## config.mk

```make
export PLATFORM = sky130hd
export DESIGN_NAME = regfile_cache_port_lsu
export DESIGN_NICKNAME = d
export VERILOG_FILES = /design/src/rtl/regfile_cache_port_lsu_pkg.sv /design/src/rtl/lsu_timeout_counter.sv /design/src/rtl/regfile_cache_port_lsu.sv
export SDC_FILE = /design/constraint.sdc
export NUM_CORES = 1
export LEC_CHECK = 0
export BUFFER_PORTS_ARGS = -buffer_cell sky130_fd_sc_hd__buf_4
export CORE_ASPECT_RATIO = 1.1
export CORE_MARGIN = 4
export CORE_UTILIZATION = 47
export CTS_CLUSTER_DIAMETER = 80
export CTS_CLUSTER_SIZE = 40
export DETAILED_ROUTE_END_ITERATION = 12
export GPL_TIMING_DRIVEN = 1
export PLACE_DENSITY = 0.82
export REMOVE_ABC_BUFFERS = 1
export SYNTH_ARGS = -nofsm -noshare
export SYNTH_HDL_FRONTEND = slang
export SYNTH_SLANG_ARGS = --single-unit
```

## constraint.sdc

```tcl
create_clock -name CLK_I -period 2.8 [get_ports CLK_I]
set_input_delay 0.14 -clock CLK_I [delete_from_list [all_inputs] [get_ports CLK_I]]
set_output_delay 0.14 -clock CLK_I [all_outputs]
set_load 0.005 [all_outputs]
```

## src/rtl/regfile_cache_port_lsu_pkg.sv

```systemverilog
// Shared definitions for the regfile/cache load-store sequencer:
// FSM state encodings, op-type constants and the data width.
`ifndef DATA_WIDTH
`define DATA_WIDTH 32
`endif

package regfile_cache_port_lsu_pkg;

    typedef enum logic [2:0] {
        LSU_IDLE  = 3'd0,
        LSU_FETCH = 3'd1,
        LSU_ISSUE = 3'd2,
        LSU_WAIT  = 3'd3,
        LSU_WB    = 3'd4
    } lsu_state_e;

    localparam logic OP_STORE = 1'b1;
    localparam logic OP_LOAD  = 1'b0;

    // Stores need a regfile read cycle before the cache request; loads go straight to issue.
    function automatic lsu_state_e first_state(input logic op);
        return (op == OP_STORE) ? LSU_FETCH : LSU_ISSUE;
    endfunction

endpackage

```

## src/rtl/lsu_timeout_counter.sv

```systemverilog
// Wait-cycle counter for the LSU. `expire` flags that the current WAIT
// cycle is the last one allowed before the request is abandoned.
module lsu_timeout_counter #(
    parameter int TIMEOUT_CYCLES = 255
) (
    input  logic clk,
    input  logic rst_n,
    input  logic en,
    input  logic clear,
    input  logic inc,
    output logic expire
);

    localparam int CNT_W = $clog2(TIMEOUT_CYCLES + 1);

    logic [CNT_W-1:0] count;

    // Count is independent of `inc` so the FSM can consult it without a combinational loop.
    assign expire = (count == CNT_W'(TIMEOUT_CYCLES - 1));

    // Cycle counter: cleared at request issue, stepped while waiting, frozen when disabled.
    always_ff @(posedge clk) begin
        if (!rst_n) begin
            count <= '0;
        end else if (en) begin
            if (clear) begin
                count <= '0;
            end else if (inc) begin
                count <= count + CNT_W'(1);
            end
        end
    end

endmodule

```

## src/rtl/regfile_cache_port_lsu.sv

```systemverilog
// Load/store sequencer between the PE register file cache port and the
// data cache. Stores read a register and write it to the cache; loads read
// the cache and write the result back into the register file.
`ifndef DATA_WIDTH
`define DATA_WIDTH 32
`endif

module regfile_cache_port_lsu
    import regfile_cache_port_lsu_pkg::*;
#(
    parameter int REGFILE_ADDR_WIDTH = 4,
    parameter int CACHE_ADDR_WIDTH   = 32,
    parameter int TIMEOUT_CYCLES     = 255
) (
    input  logic                          CLK_I,
    input  logic                          RST_N_I,
    input  logic                          EN_I,
    input  logic                          START_I,
    input  logic                          OP_STORE_I,
    input  logic [REGFILE_ADDR_WIDTH-1:0] REG_IDX_I,
    input  logic [CACHE_ADDR_WIDTH-1:0]   BASE_ADDR_I,
    input  logic [CACHE_ADDR_WIDTH-1:0]   OFFSET_I,
    output logic [REGFILE_ADDR_WIDTH-1:0] RD_PORT_CACHE_ADDR_O,
    input  logic [`DATA_WIDTH-1:0]        RD_PORT_CACHE_I,
    output logic                          WR_PORT_EN_O,
    output logic [REGFILE_ADDR_WIDTH-1:0] WR_PORT_ADDR_O,
    output logic [`DATA_WIDTH-1:0]        WR_PORT_DATA_O,
    output logic                          CACHE_VALID_O,
    output logic                          CACHE_WR_O,
    output logic [CACHE_ADDR_WIDTH-1:0]   CACHE_ADDR_O,
    output logic [`DATA_WIDTH-1:0]        CACHE_DATA_O,
    input  logic                          CACHE_ACK_I,
    input  logic [`DATA_WIDTH-1:0]        CACHE_DATA_I,
    output logic                          BUSY_O,
    output logic                          DONE_O,
    output logic                          ERR_O
);

    localparam int DW = `DATA_WIDTH;

    lsu_state_e state;
    lsu_state_e state_nxt;

    logic                        op_q;
    logic [CACHE_ADDR_WIDTH-1:0] addr_q;
    logic [DW-1:0]               load_data;
    logic [CACHE_ADDR_WIDTH-1:0] addr_sum;

    logic do_accept;
    logic do_fetch;
    logic do_issue;
    logic do_store_done;
    logic do_load_ack;
    logic do_timeout;
    logic do_wb;
    logic cnt_clear;
    logic cnt_inc;
    logic cnt_expire;

    // Offset is two's complement; the sum wraps at the address width.
    assign addr_sum = BASE_ADDR_I + OFFSET_I;
    assign BUSY_O   = (state != LSU_IDLE);

    lsu_timeout_counter #(
        .TIMEOUT_CYCLES(TIMEOUT_CYCLES)
    ) u_timeout (
        .clk   (CLK_I),
        .rst_n (RST_N_I),
        .en    (EN_I),
        .clear (cnt_clear),
        .inc   (cnt_inc),
        .expire(cnt_expire)
    );

    // State register; reset abandons any in-flight operation.
    always_ff @(posedge CLK_I) begin
        if (!RST_N_I) begin
            state <= LSU_IDLE;
        end else if (EN_I) begin
            state <= state_nxt;
        end
    end

    // Next-state decode and per-state action strobes.
    always_comb begin
        state_nxt     = state;
        do_accept     = 1'b0;
        do_fetch      = 1'b0;
        do_issue      = 1'b0;
        do_store_done = 1'b0;
        do_load_ack   = 1'b0;
        do_timeout    = 1'b0;
        do_wb         = 1'b0;
        cnt_clear     = 1'b0;
        cnt_inc       = 1'b0;
        case (state)
            LSU_IDLE: begin
                if (START_I) begin
                    do_accept = 1'b1;
                    state_nxt = first_state(OP_STORE_I);
                end
            end
            LSU_FETCH: begin
                do_fetch  = 1'b1;
                state_nxt = LSU_ISSUE;
            end
            LSU_ISSUE: begin
                do_issue  = 1'b1;
                cnt_clear = 1'b1;
                state_nxt = LSU_WAIT;
            end
            LSU_WAIT: begin
                cnt_inc = 1'b1;
                // An acknowledge on the expiry cycle still completes the op.
                if (CACHE_ACK_I) begin
                    if (op_q == OP_LOAD) begin
                        do_load_ack = 1'b1;
                        state_nxt   = LSU_WB;
                    end else begin
                        do_store_done = 1'b1;
                        state_nxt     = LSU_IDLE;
                    end
                end else if (cnt_expire) begin
                    do_timeout = 1'b1;
                    state_nxt  = LSU_IDLE;
                end
            end
            LSU_WB: begin
                do_wb     = 1'b1;
                state_nxt = LSU_IDLE;
            end
            default: begin
                state_nxt = LSU_IDLE;
            end
        endcase
    end

    // Operation context captured at accept and load data captured at acknowledge.
    always_ff @(posedge CLK_I) begin
        if (EN_I) begin
            if (do_accept) begin
                op_q   <= OP_STORE_I;
                addr_q <= addr_sum;
            end
            if (do_load_ack) begin
                load_data <= CACHE_DATA_I;
            end
        end
    end

    // Registered outputs: request, regfile ports and completion pulses.
    always_ff @(posedge CLK_I) begin
        if (!RST_N_I) begin
            RD_PORT_CACHE_ADDR_O <= '0;
            WR_PORT_EN_O         <= 1'b0;
            WR_PORT_ADDR_O       <= '0;
            WR_PORT_DATA_O       <= '0;
            CACHE_VALID_O        <= 1'b0;
            CACHE_WR_O           <= 1'b0;
            CACHE_ADDR_O         <= '0;
            CACHE_DATA_O         <= '0;
            DONE_O               <= 1'b0;
            ERR_O                <= 1'b0;
        end else if (EN_I) begin
            WR_PORT_EN_O <= do_wb;
            DONE_O       <= do_store_done | do_wb;
            ERR_O        <= do_timeout;
            if (do_accept) begin
                RD_PORT_CACHE_ADDR_O <= REG_IDX_I;
            end
            if (do_fetch) begin
                CACHE_DATA_O <= RD_PORT_CACHE_I;
            end
            if (do_issue) begin
                CACHE_VALID_O <= 1'b1;
                CACHE_WR_O    <= op_q;
                CACHE_ADDR_O  <= addr_q;
            end else if (do_store_done | do_load_ack | do_timeout) begin
                CACHE_VALID_O <= 1'b0;
            end
            // The read index register doubles as the latched load destination.
            if (do_wb) begin
                WR_PORT_ADDR_O <= RD_PORT_CACHE_ADDR_O;
                WR_PORT_DATA_O <= load_data;
            end
        end
    end

endmodule
```

# Word-level counts from Yosys, hierarchy flattened
# Cells that the tools add are included.
word_totals:
  latchBits: 0
  memories: 0
  ram_bits: 0
  register_bits: 185
  output_inout_bits: 110
  wordCells: 64
  input_bits: 138
  rom_bits: 0
classes:
  n_eq_ne: 7
  n_reduce_logical: 12
  mux: 25
  n_bitwise: 3
  magnitude_cmp: 0
  n_addsub: 2
  n_div: 0
  shift: 0
  n_mul: 0
op_table:
  columns: ["op", "count"]
  rows:
  - ["32-bit adder", 1]
  - ["1-bit 2-to-1 mux", 17]
  - ["8-bit 2-to-1 mux", 2]
  - ["2-bit AND reduction", 7]
  - ["3-bit 2-to-1 mux", 4]
  - ["3-bit case mux with 4 select lines", 1]
  - ["8-bit by 1-bit adder with 8-bit output (second input constant)", 1]
  - ["8-bit == test (second input constant)", 1]
  - ["3-bit by 2-bit == test with 1-bit output (second input constant)", 2]
  - ["2-bit nonzero test", 2]
  - ["3-bit by 1-bit == test with 1-bit output (second input constant)", 1]
  - ["3-bit == test (second input constant)", 1]
  - ["3-bit logical NOT", 1]
  - ["3-bit inequality test (second input constant)", 1]
  - ["1-bit OR", 3]
  - ["3-bit AND reduction", 1]
  - ["3-bit nonzero test", 1]
  - ["2-bit 2-to-1 mux", 1]
  - ["2-bit inequality test (second input constant)", 1]

# Longest topological paths before layout
# Gate-level depths: netlist of the first run.
logic_depth:
  depth_word: 7
  ltp_mapped: 9

# Cells and area by module
# Synthesis of the first run repeated with hierarchy kept, for this count alone.
hier_totals:
  cells_unflattened: 817
  area_unflattened_um2: 7813.7
by_module_without_submodules:
  columns: ["mod", "n_inst", "seq_area_each_um2", "cells_each", "area_each_um2"]
  rows:
  - ["regfile_cache_port_lsu", 1, 4194.0, 768, 7400.8]
  - ["lsu_timeout_counter", 1, 160.2, 49, 412.9]

# Least setup slack after synthesis of the first run
# OpenSTA, ideal clock, no wires.
synth_path:
  path_type: "register to register"
  from: "register state[2]"
  to: "register load_data[0], enable pin"
  path_slack_ns: 0.070
  n_path_buf: 1
  stages_incl_launch_ff: 6
  arrival_ns: 2.307
  synth_period_minus_slack_ns: 2.730
  path_cell_list: "dfxtp_1 -> clkbuf_1 -> nor2_1 -> and3_1 -> nand2_1 -> nor2_1"
synth_via:
  elab_chain_len: 3
synth_lines:
  columns: ["element", "line_no", "text"]
  rows:
  - ["start: declaration", "regfile_cache_port_lsu.sv:41", "lsu_state_e state;"]
  - ["start signal: assignment", "regfile_cache_port_lsu.sv:80", "state <= state_nxt;"]
  - ["3-bit by 2-bit == test with 1-bit output", "regfile_cache_port_lsu.sv:96", "case (state)"]
  - ["1-bit 2-to-1 mux", "regfile_cache_port_lsu.sv:96", null]
  - ["2-bit AND reduction (no line)", null, null]
  - ["end signal: assignment", "regfile_cache_port_lsu.sv:146", "load_data <= CACHE_DATA_I;"]
  - ["end: declaration", "regfile_cache_port_lsu.sv:46", "logic [DW-1:0] load_data;"]
# Every way passes these cells.
# A chain may end at the register's enable or synchronous reset.

# Final worst setup path of the first run
layout_path:
  from: "input OFFSET_I[0]"
  to: "register addr_q[26], data pin"
layout_via:
  elab_chain_len: 1
layout_lines:
  columns: ["element", "line_no", "text"]
  rows:
  - ["start: declaration", "regfile_cache_port_lsu.sv:22", "input logic [CACHE_ADDR_WIDTH-1:0] OFFSET_I,"]
  - ["32-bit adder", "regfile_cache_port_lsu.sv:61", "assign addr_sum = BASE_ADDR_I + OFFSET_I;"]
  - ["via addr_sum[26]", "regfile_cache_port_lsu.sv:47", "logic [CACHE_ADDR_WIDTH-1:0] addr_sum;"]
  - ["end signal: assignment", "regfile_cache_port_lsu.sv:143", "addr_q <= addr_sum;"]
  - ["end: declaration", "regfile_cache_port_lsu.sv:45", "logic [CACHE_ADDR_WIDTH-1:0] addr_q;"]
# The timed path passes the listed nets, and every way through them passes these cells.

==> out/results.txt, run 1 <==
Outcome = complete, no violations
Pre-Repair DR Iteration Count = 5
Largest net degree at the start of global routing = 61
Die Wd = 134.0 um
Critical path peak fanout = 3
CTS Buf Count = 17
Final net count = 1,324
Post-Syn Instances = 845
Wirelength per Cell = 15.28 um
DP Cell Count = 1,298
Pleak = 0.004724 uW
CP max stage cell = dlygate4sd3_1
DRC = 0
Clock Tree Root = clkbuf_16
Top cell by count, worst path = buf_4
Iter 0 DRT Violations = 272
CP max stage delay = 530 ps
Worst-case reg-to-reg path depth = 8
Setup TNS = 0 ps
Pwr dens = 531.5 nW/um^2
Post-Layout Inst Area = 11,590 um^2
Crit path max-delay family = compound AO/OA/AOI/OAI gates
IR drop worst, VDD = 0.3845 mV
Vias in the first global route = 7,240
Sink Count = 185
Worst setup margin = 146.7 ps
Crit path depth = 12
Finished Layout Cells = 1,399
CP Class = in2reg
Achievable Freq = 0.3769 GHz
Clock slew at reported path FFs = 70 ps
Maxcap violations = 0
Crit share post-route = 94.76%
Critical Path RT = 2970 ps
Skew-Pair Late Insertion Delay = 420 ps
Ports = 248
Routed vias = 7,169
Type of the worst min-delay path = in2reg
Final WL = 21.38 mm
Distinct cells, synth = 54
Max-slew headroom = 66.69%
DP Area = 10,310 um^2
Initial antenna violation count = 0
Hpwl dp = 14.47 mm
Die ar. = 19,660 um^2
ANT cells = 0
Fin. Hold Viols = 0
Starting Density = 48.10%
CP Buf/Inv Count = 3
Final global-route overflow total = 0
IO buf count = 247
First-pass GRT wire length = 34.43 mm
Slew Limit Fails = 0
Layout area overhead = 41.05%
Cell Rows = 50
# setup viols final = 0
#FFs+latches synth = 185
Commonest non-fill, non-tap cell in the layout = buf_4
Htree depth = 4
Overall global routing resource usage = 21.51%
Ys async rst share = 0%
Worst-case clock buffer depth = 2
Final Critical Period = 2653 ps
Synth Cell Area = 8214 um^2
Post-synth top flop = dfxtp_1
Most frequent cells in the layout = buf_4, nand2_1, dfxtp_1
Layout cells sized above 1 = 26.35%
CP Capture Type = flop
Pre-CTS setup slack = 134.5 ps
Post-synth EDFFs = 65
Core area = 17,080 um^2
CTS tree = yes
Final GP Congestion = 0.9097
CP startpoint kind = input port
Post-Syn Area per Cell = 9.721 um^2
Post-route ant nets = 0
Clock Skews = 8.360 ps
Die Height = 146.7 um
Synth Warn # = 0
Hold path depth = 3
Seq/Total Area, Yosys = 53.01%
Number of fill cells = 1,314
Crit path DAT = 2820 ps
Avg Vias per Cell = 5.124
Slew @ Worst Pin = 499.6 ps
Crit-path cells = dlygate4sd3_1 -> buf_4 -> ha_1 -> fa_2 -> a211oi_2 -> nor2_1 -> a221oi_2 -> buf_4 -> o31a_4 -> o2111ai_2 -> a31oi_1 -> xnor2_1
sequential cells by signal, summed over array words and instances (netlist names), 3 cells and up:
signal                cells
CACHE_ADDR_O             32
CACHE_DATA_O             32
WR_PORT_DATA_O           32
load_data                32
RD_PORT_CACHE_ADDR_O      4
addr_q                   32
WR_PORT_ADDR_O            4
u_timeout.count           8
state                     3
report_power, final:
group	internal, uW	leakage, uW	switching [uW]	total [uW]
Combinational	472	0.00288	424	896
Clock	1330	0.000276	1020	2340
Sequential	2880	0.00156	36.8	2920
metal layers:
metal	routed length (um)	global-route usage (%)	share of wire (%)
met2	11000	38.75	51
met1	8445	24.11	40
met4	830	10.79	3.9
met5	0	0	0
met3	1097	4.135	5.1
cell families after synthesis:
| logic type | count (synthesis) | synth area share [%] |
|---|---|---|
| adders and majority gates | 34 | 5.270 |
| and+or+nand+nor | 316 | 15.99 |
| xor gates and xnor gates | 32 | 3.412 |
| DFF | 185 | 53.01 |
| AOI/OAI and AO/OA | 222 | 19.41 |
| muxes | 4 | 0.4875 |
| buffers and inverters | 52 | 2.422 |
final timing paths:
check,from,to,slack (ps)
worst max-delay path,OFFSET_I[0],addr_q[26],150
worst min register to register,WR_PORT_DATA_O[3],WR_PORT_DATA_O[3],460
worst min-delay path,RD_PORT_CACHE_I[19],CACHE_DATA_O[19],10
worst max register to register,u_timeout.count[1],state[0],900
worst reg2reg max path, stage by stage, from the launching register on:
cell and delay [ps]:
dfxtp_1 390, ha_1 170, nand3_1 80, nor2_1 150, nor2_1 80, a31oi_1 160
o21ai_0 150, or4_1 490, a21boi_0 160
timing repair:
item,CTS,global route
hold buffers,68,0
hold endpoints to repair,67,0
endpoints found under the setup margin,0,4
buffers inserted,0,1
gates resized for setup,0,2
cell usage after synthesis (6+ instances only):
library cell / n / area (um^2)
dfxtp_1: 120 / 2402
nand4_1: 7 / 43.79
nor3_1: 8 / 40.04
edfxtp_1: 65 / 1952
nand3_1: 8 / 40.04
xor2_1: 12 / 105.1
a31oi_1: 6 / 37.54
nor2b_1: 9 / 56.30
inv_1: 12 / 45.04
a21oi_1: 38 / 190.2
nand2_1: 233 / 874.6
a21o_1: 15 / 112.6
nor2_1: 26 / 97.59
a21boi_0: 107 / 803.3
and3_1: 8 / 50.05
o21ai_0: 19 / 95.09
clkbuf_1: 36 / 135.1
ha_1: 33 / 412.9
xnor2_1: 20 / 175.2
area by class of cell:
cell class,instances,area (um^2),area share (%)
clock inverters,13,145.1,1.253
flip-flops and latches,185,4354,37.58
multi-input cells,608,3684,31.79
well taps,234,292.8,2.527
clock buffers,19,432.9,3.737
inverters,12,45.04,0.3888
repair buffers,328,2633,22.72
metrics by stage:
step,hold WS [ps],total power (uW),utilization [%]
finish,12.34,6158,67.84
detailed placement,319.5,3782,60.39
global route,11.32,6417,67.84
CTS,1.864,6200,67.76
floorplan,238.9,3426,-
global placement,318.7,3762,60.39
Power figures use the tool's default switching activity.
==> inputs of run 2 (changes only) <==
--- a/config.mk
+++ b/config.mk
@@ -8,12 +8,12 @@
 export BUFFER_PORTS_ARGS = -buffer_cell sky130_fd_sc_hd__buf_4
 export CORE_ASPECT_RATIO = 1.1
 export CORE_MARGIN = 4
-export CORE_UTILIZATION = 47
+export CORE_UTILIZATION = 55
 export CTS_CLUSTER_DIAMETER = 80
 export CTS_CLUSTER_SIZE = 40
 export DETAILED_ROUTE_END_ITERATION = 12
 export GPL_TIMING_DRIVEN = 1
-export PLACE_DENSITY = 0.82
+export PLACE_DENSITY = 0.9
 export REMOVE_ABC_BUFFERS = 1
 export SYNTH_ARGS = -nofsm -noshare
 export SYNTH_HDL_FRONTEND = slang
==> constraint.sdc (replaced) <==
create_clock -name CLK_I -period 3.3 [get_ports CLK_I]
set_input_delay 0.165 -clock CLK_I [delete_from_list [all_inputs] [get_ports CLK_I]]
set_output_delay 0.165 -clock CLK_I [all_outputs]
set_load 0.005 [all_outputs]
==> run 2 against run 1 <==
- die area fell by 14%
- clock power fell by 15%
- sequential power decreased by 15%
- core utilization rose by 10 points
- global-route usage rose by 3.3 points
- final area is 2.1% lower
==> out/results.txt, run 2 (synthesized netlist as in run 1, its figures left out) <==
Outcome = complete, no violations (unchanged)
DRC = 0 (unchanged)
Crit-path cells = buf_4 -> ha_1 -> fa_1 -> a211oi_2 -> nor2_1 -> a221oi_2 -> o31a_4 -> o21ai_4 -> a2111o_1 -> o311ai_1 (was dlygate4sd3_1 -> buf_4 -> ha_1 -> fa_2 -> a211oi_2 -> nor2_1 -> a221oi_2 -> buf_4 -> o31a_4 -> o2111ai_2 -> a31oi_1 -> xnor2_1)
Combinational power share = 14.1% (was 14.6%)
Setup TNS = 0 ps (unchanged)
IR drop worst, VDD = 0.3597 mV (was 0.3845 mV)
Achievable Freq = 0.4406 GHz
Die Wd = 124.5 um (was 134.0 um)
CTS Buf Count = 17 (unchanged)
Slew Limit Fails = 0 (unchanged)
Sink Count = 185 (unchanged)
Final core area utilization = 77.92% (was 67.84%)
Critical path peak fanout = 4 (was 3)
Hpwl dp = 14.45 mm (was 14.47 mm)
Final Critical Period = 2270 ps
Seq pwr share = 47.6% (was 47.4%)
Hold Path End = CACHE_DATA_O[8] (was CACHE_DATA_O[19])
P_sw = 1352 uW (was 1477 uW)
Pre-Repair DR Iteration Count = 5 (unchanged)
Post-CTS resize count = 0 (unchanged)
CP Class = in2reg (unchanged)
Overall global routing resource usage = 24.77% (was 21.51%)
Critical R2R Capture = CACHE_ADDR_O[19] (was state[0])
Clock Skews = 7.951 ps (was 8.360 ps)
Clock Tree Root = clkbuf_16 (unchanged)
Slew @ Worst Pin = 657.7 ps (was 499.6 ps)
Starting Density = 56.41% (was 48.10%)
Layout cells sized above 1 = 26.49% (was 26.35%)
Worst-case clock buffer depth = 2 (unchanged)
CP max stage delay = 430 ps (was 530 ps)
Crit share post-route = 68.78%
Pwr dens = 458.3 nW/um^2 (was 531.5 nW/um^2)
Vias in the first global route = 7,116 (was 7,240)
Ports = 248 (unchanged)
Fin. Hold Viols = 0 (unchanged)
Initial antenna violation count = 2 (was 0)
Die Height = 136.2 um (was 146.7 um)
CP Capture Type = flop (unchanged)
Core area = 14,560 um^2 (was 17,080 um^2)
Skew-Pair Late Insertion Delay = 420 ps (about the same)
Type of the worst min-delay path = in2reg (unchanged)
Internal Power = 3848 uW (was 4681 uW)
# setup viols final = 0 (unchanged)
Final net count = 1,303 (was 1,324)
Commonest non-fill, non-tap cell in the layout = buf_4 (unchanged)
Clock slew at reported path FFs = 70 ps (about the same)
DP Cell Count = 1,253 (was 1,298)
Crit path max-delay family = compound AO/OA/AOI/OAI gates (unchanged)
Routed vias = 7,193 (was 7,169)
Critical Path RT = 3540 ps (was 2970 ps)
Power Total = 5200 uW (was 6158 uW)
Cell Rows = 46 (was 50)
CTS tree = yes (unchanged)
Final GP Congestion = 0.9292 (was 0.9097)
Finished Layout Cells = 1,338 (was 1,399)
DP Area = 10,240 um^2 (was 10,310 um^2)
Layout area overhead = 38.13% (was 41.05%)
Clock group share of total power = 38.3% (was 38.0%)
RSZ-0062 raised after global routing = false
Pleak = 0.004654 uW (was 0.004724 uW)
Largest net degree at the start of global routing = 77 (was 61)
IO buf count = 247 (unchanged)
Htree depth = 4 (unchanged)
Wirelength per Cell = 15.90 um (was 15.28 um)
Final global-route overflow total = 0 (unchanged)
Flop2flop setup slack = 1240 ps (was 900 ps)
Post-Layout Inst Area = 11,350 um^2 (was 11,590 um^2)
Iter 0 DRT Violations = 403 (was 272)
Most frequent cells in the layout = buf_4, nand2_1, dfxtp_1 (unchanged)
First-pass GRT wire length = 34.36 mm (was 34.43 mm)
Sw Ratio = 26.00% (was 23.98%)
Avg Vias per Cell = 5.376 (was 5.124)
Final WL = 21.27 mm (was 21.38 mm)
Crit path DAT = 2510 ps (was 2820 ps)
Post-route ant nets = 0 (unchanged)
Worst hold start = RD_PORT_CACHE_I[8] (was RD_PORT_CACHE_I[19])
CP startpoint kind = input port (unchanged)
Die ar. = 16,960 um^2 (was 19,660 um^2)
Worst-case reg-to-reg path depth = 6 (was 8)
Setup bufs post-CTS = 0 (unchanged)
CP Buf/Inv Count = 1 (was 3)
Maxcap violations = 0 (unchanged)
Max-slew headroom = 56.05% (was 66.69%)
Hold path depth = 3 (unchanged)
RR Startpoint = state[2] (was u_timeout.count[1])
CP max stage cell = fa_1 (was dlygate4sd3_1)
[run 2: layout make-up]
class                   instances  area [um^2]
repair buffers                307         2432
clock buffers                  17        425.4
diodes                          2        5.005
inverters                      12        45.04
flip-flops and latches        185         4354
multi-input cells             608         3677
well taps                     192        240.2
fillers                       893         3216
clock inverters                15        166.4
[run 2: power by group through the flow]
stage          registers, uW  logic [uW]  clock network [uW]
2_1_floorplan           2520         384                   0
3_3_place_gp            2530         659                   0
3_5_place_dp            2530         673                   0
4_1_cts                 2480         726                2030
5_1_grt                 2480         803                2120
6_report                2480         732                1990
[run 2: worst reg2reg max path, cell delays in order, from the launching register on]
cell and delay (ps):
dfxtp_1 480, nor2_1 150, and2_1 230, nand2_1 510, buf_4 340, nand2_1 70, a21boi_0 200
[run 2: worst max-delay path by stage]
stage	endpoint	depth (start not counted)	start	slack [ps]
after floorplan	CACHE_DATA_O[0]	4	state[0]	160
final	addr_q[24]	10	BASE_ADDR_I[0]	1030
after global placement	addr_q[24]	10	BASE_ADDR_I[0]	620
after detailed placement	addr_q[24]	10	BASE_ADDR_I[0]	600
after CTS	addr_q[24]	10	BASE_ADDR_I[0]	1030
after global routing	addr_q[24]	10	BASE_ADDR_I[0]	870
[run 2: timing repair]
item	CTS	global route
setup endpoints to repair	0	0
hold buffers	51	0
endpoints found under the hold margin	51	0
[run 2: per-layer routing]
layer / part of all wire, % / global-route usage, %
met5: 0 / 0
met2: 52 / 44.59
met4: 2.7 / 10.17
met1: 39 / 29.05
met3: 6.1 / 4.951
[run 2: metrics by stage]
stage	hold WS [ps]	setup WS [ps]
4_1_cts	0.8085	1029
2_1_floorplan	263.9	157.8
6_report	19.39	1030
3_3_place_gp	343.6	620.6
5_1_grt	6.873	871.3
3_5_place_dp	344.5	595.0
==> inputs of run 3 (changes only) <==
--- a/config.mk
+++ b/config.mk
@@ -8,12 +8,12 @@
 export BUFFER_PORTS_ARGS = -buffer_cell sky130_fd_sc_hd__buf_4
 export CORE_ASPECT_RATIO = 1.1
 export CORE_MARGIN = 4
-export CORE_UTILIZATION = 55
+export CORE_UTILIZATION = 47
 export CTS_CLUSTER_DIAMETER = 80
 export CTS_CLUSTER_SIZE = 40
 export DETAILED_ROUTE_END_ITERATION = 12
 export GPL_TIMING_DRIVEN = 1
-export PLACE_DENSITY = 0.9
+export PLACE_DENSITY = 0.82
 export REMOVE_ABC_BUFFERS = 1
 export SYNTH_ARGS = -nofsm -noshare
 export SYNTH_HDL_FRONTEND = slang
==> constraint.sdc (replaced) <==
create_clock -name CLK_I -period 2.06 [get_ports CLK_I]
set_input_delay 0.103 -clock CLK_I [delete_from_list [all_inputs] [get_ports CLK_I]]
set_output_delay 0.103 -clock CLK_I [all_outputs]
set_load 0.005 [all_outputs]
==> run 3 against run 2 <==
- non-clock buffer count is 81 higher
- critical path depth stayed put
- sequential power is 60% higher
- clock power is 59% higher
- final area is 6.8% higher
- sequential cell count stayed put
- combinational power is 89% higher
- routed wire length is 0.79% higher
- hold slack better by 10 ps
- worst setup slack worse by 970 ps
- sequential share of layout area is 2.4 points lower
- global-route usage is 3.4 points lower
- critical path type unchanged
- largest power group unchanged
==> out/results.txt, run 3 (synthesized netlist as in run 1, its figures left out) <==
Outcome = complete, no violations (unchanged)
Cell Rows = 50 (was 46)
CTS tree = yes (unchanged)
Crit share post-route = 97.07%
Iter 0 DRT Violations = 253 (was 403)
Post-route ant nets = 0 (unchanged)
Clock Skews = 7.768 ps (was 7.951 ps)
Final core area utilization = 70.94% (was 77.92%)
RSZ-0062 raised after global routing = true (was false)
Worst-case clock buffer depth = 2 (unchanged)
Type of the worst min-delay path = in2reg (unchanged)
DP Cell Count = 1,352 (was 1,253)
IO buf count = 247 (unchanged)
Final WL = 21.44 mm (was 21.27 mm)
Core area = 17,080 um^2 (was 14,560 um^2)
Critical Path RT = 2280 ps (was 3540 ps)
Achievable Freq = 0.5001 GHz
Maxcap violations = 0 (unchanged)
Hpwl dp = 14.78 mm (was 14.45 mm)
Most frequent cells in the layout = buf_4, nand2_1, dfxtp_1 (unchanged)
Layout area overhead = 47.49% (was 38.13%)
IR drop worst, VDD = 0.4714 mV (was 0.3597 mV)
Crit-path cells = buf_4 -> ha_1 -> fa_2 -> a211oi_2 -> nor2_1 -> a221oi_2 -> o31a_4 -> o21ai_4 -> a2111o_1 -> o311ai_1 (was buf_4 -> ha_1 -> fa_1 -> a211oi_2 -> nor2_1 -> a221oi_2 -> o31a_4 -> o21ai_4 -> a2111o_1 -> o311ai_1)
CP startpoint kind = input port (unchanged)
Crit path DAT = 2220 ps (was 2510 ps)
Htree depth = 4 (unchanged)
Pleak = 0.005036 uW (was 0.004654 uW)
Slew Limit Fails = 0 (unchanged)
Clock slew at reported path FFs = 70 ps (about the same)
Final global-route overflow total = 0 (unchanged)
Starting Density = 48.10% (was 56.41%)
Avg Vias per Cell = 4.967 (was 5.376)
CP max stage cell = a2111o_1 (was fa_1)
CP max stage delay = 410 ps (was 430 ps)
CP Class = in2reg (unchanged)
Final Critical Period = 2000 ps
Critical path peak fanout = 3 (was 4)
Pwr dens = 701.8 nW/um^2 (was 458.3 nW/um^2)
Commonest non-fill, non-tap cell in the layout = buf_4 (unchanged)
Clock Tree Root = clkbuf_16 (unchanged)
Vias in the first global route = 7,231 (was 7,116)
Skew-Pair Late Insertion Delay = 410 ps (was 420 ps)
Die ar. = 19,660 um^2 (was 16,960 um^2)
ANT cells = 0 (was 2)
Max-slew headroom = 67.65% (was 56.05%)
Initial antenna violation count = 0 (was 2)
DRC = 0 (unchanged)
Number of fill cells = 1,258 (was 893)
CP Capture Type = flop (unchanged)
Finished Layout Cells = 1,459 (was 1,338)
Largest net degree at the start of global routing = 62 (was 77)
First-pass GRT wire length = 34.25 mm (was 34.36 mm)
Ports = 248 (unchanged)
Fin. Hold Viols = 0 (unchanged)
# setup viols final = 0 (unchanged)
Final GP Congestion = 0.8707 (was 0.9292)
Overall global routing resource usage = 21.35% (was 24.77%)
Sink Count = 185 (unchanged)
Routed vias = 7,247 (was 7,193)
Final net count = 1,384 (was 1,303)
Die Wd = 134.0 um (was 124.5 um)
Slew @ Worst Pin = 485.2 ps (was 657.7 ps)
Die Height = 146.7 um (was 136.2 um)
Wirelength per Cell = 14.69 um (was 15.90 um)
Pre-Repair DR Iteration Count = 5 (unchanged)
CTS Buf Count = 17 (unchanged)
Layout cells sized above 1 = 29.88% (was 26.49%)
-- run 3: cell types whose count changed in the layout (fill, tap and decap cells not counted), moves of 3 or more --
cell	delta
buf_12	+5
buf_4	+56
clkinv_2	+3
clkinv_8	-3
clkinvlp_4	+3
dlygate4sd3_1	+20
inv_8	-5
-- run 3: critical path, delay by kind of cell --
family / cells / cell delay [ps]
AOI/OAI and AO/OA: 6 / 1340
adders and majority gates: 2 / 570
buffers and inverters: 1 / 110
and+or+nand+nor: 1 / 110
-- run 3: per-layer routing --
layer	wire length [um]	global-route usage, %	part of all wire, %	vias up
li1	-	-	-	3682
met1	8722	24.69	41	3314
met2	11130	39.08	52	214
met3	1143	3.825	5.3	37
met4	436	8.147	2.0	0
met5	0	0	0	-
-- run 3: what timing repair did --
| action | in CTS | in global routing |
|---|---|---|
| gates cloned | 0 | 0 |
| hold endpoints to repair | 71 | 0 |
| resized for setup | 1 | 5 |
| pin swaps | 3 | 3 |
| setup endpoints to repair | 1 | 7 |
| buffers inserted | 4 | 0 |
| hold buffers | 71 | 0 |
-- run 3: final timing paths --
kind                                          from                to  slack [ps]  depth (start not counted)
worst max-delay path                BASE_ADDR_I[0]        addr_q[24]          60                         10
worst min-delay path                          EN_I             ERR_O          30                          3
worst max register to register  u_timeout.count[0]          state[0]         190                          9
worst min register to register    CACHE_DATA_O[13]  CACHE_DATA_O[13]         460                          2
-- run 3: per-stage QoR --
stage	TNS (ps)	setup slack [ps]	hold slack [ps]	area, um^2	power (uW)
after floorplan	-54930	-1082	201.9	8060	4657
after global placement	-3990	-444.0	281.7	10780	5254
after detailed placement	-4365	-483.5	282.7	10780	5282
after CTS	0	42.75	13.30	12100	8563
after global routing	-41.92	-41.92	34.74	12120	8889
final	0	60.41	29.45	12120	8502
-- run 3: cell type report --
type	count	area (um^2)	share of cell area, %
tap	234	292.8	2.417
sequential	185	4354	35.94
multi-input combinational	608	3696	30.51
inverter	12	45.04	0.3718
timing repair buffer	388	3153	26.02
clock inverter	14	145.1	1.198
clock buffer	18	429.2	3.542
-- run 3: power breakdown --
group	switching [uW]	internal [uW]	leakage [uW]	total (uW)
Sequential	49.7	3920	0.00156	3970
Clock	1370	1790	0.000275	3160
Combinational	606	769	0.00320	1380
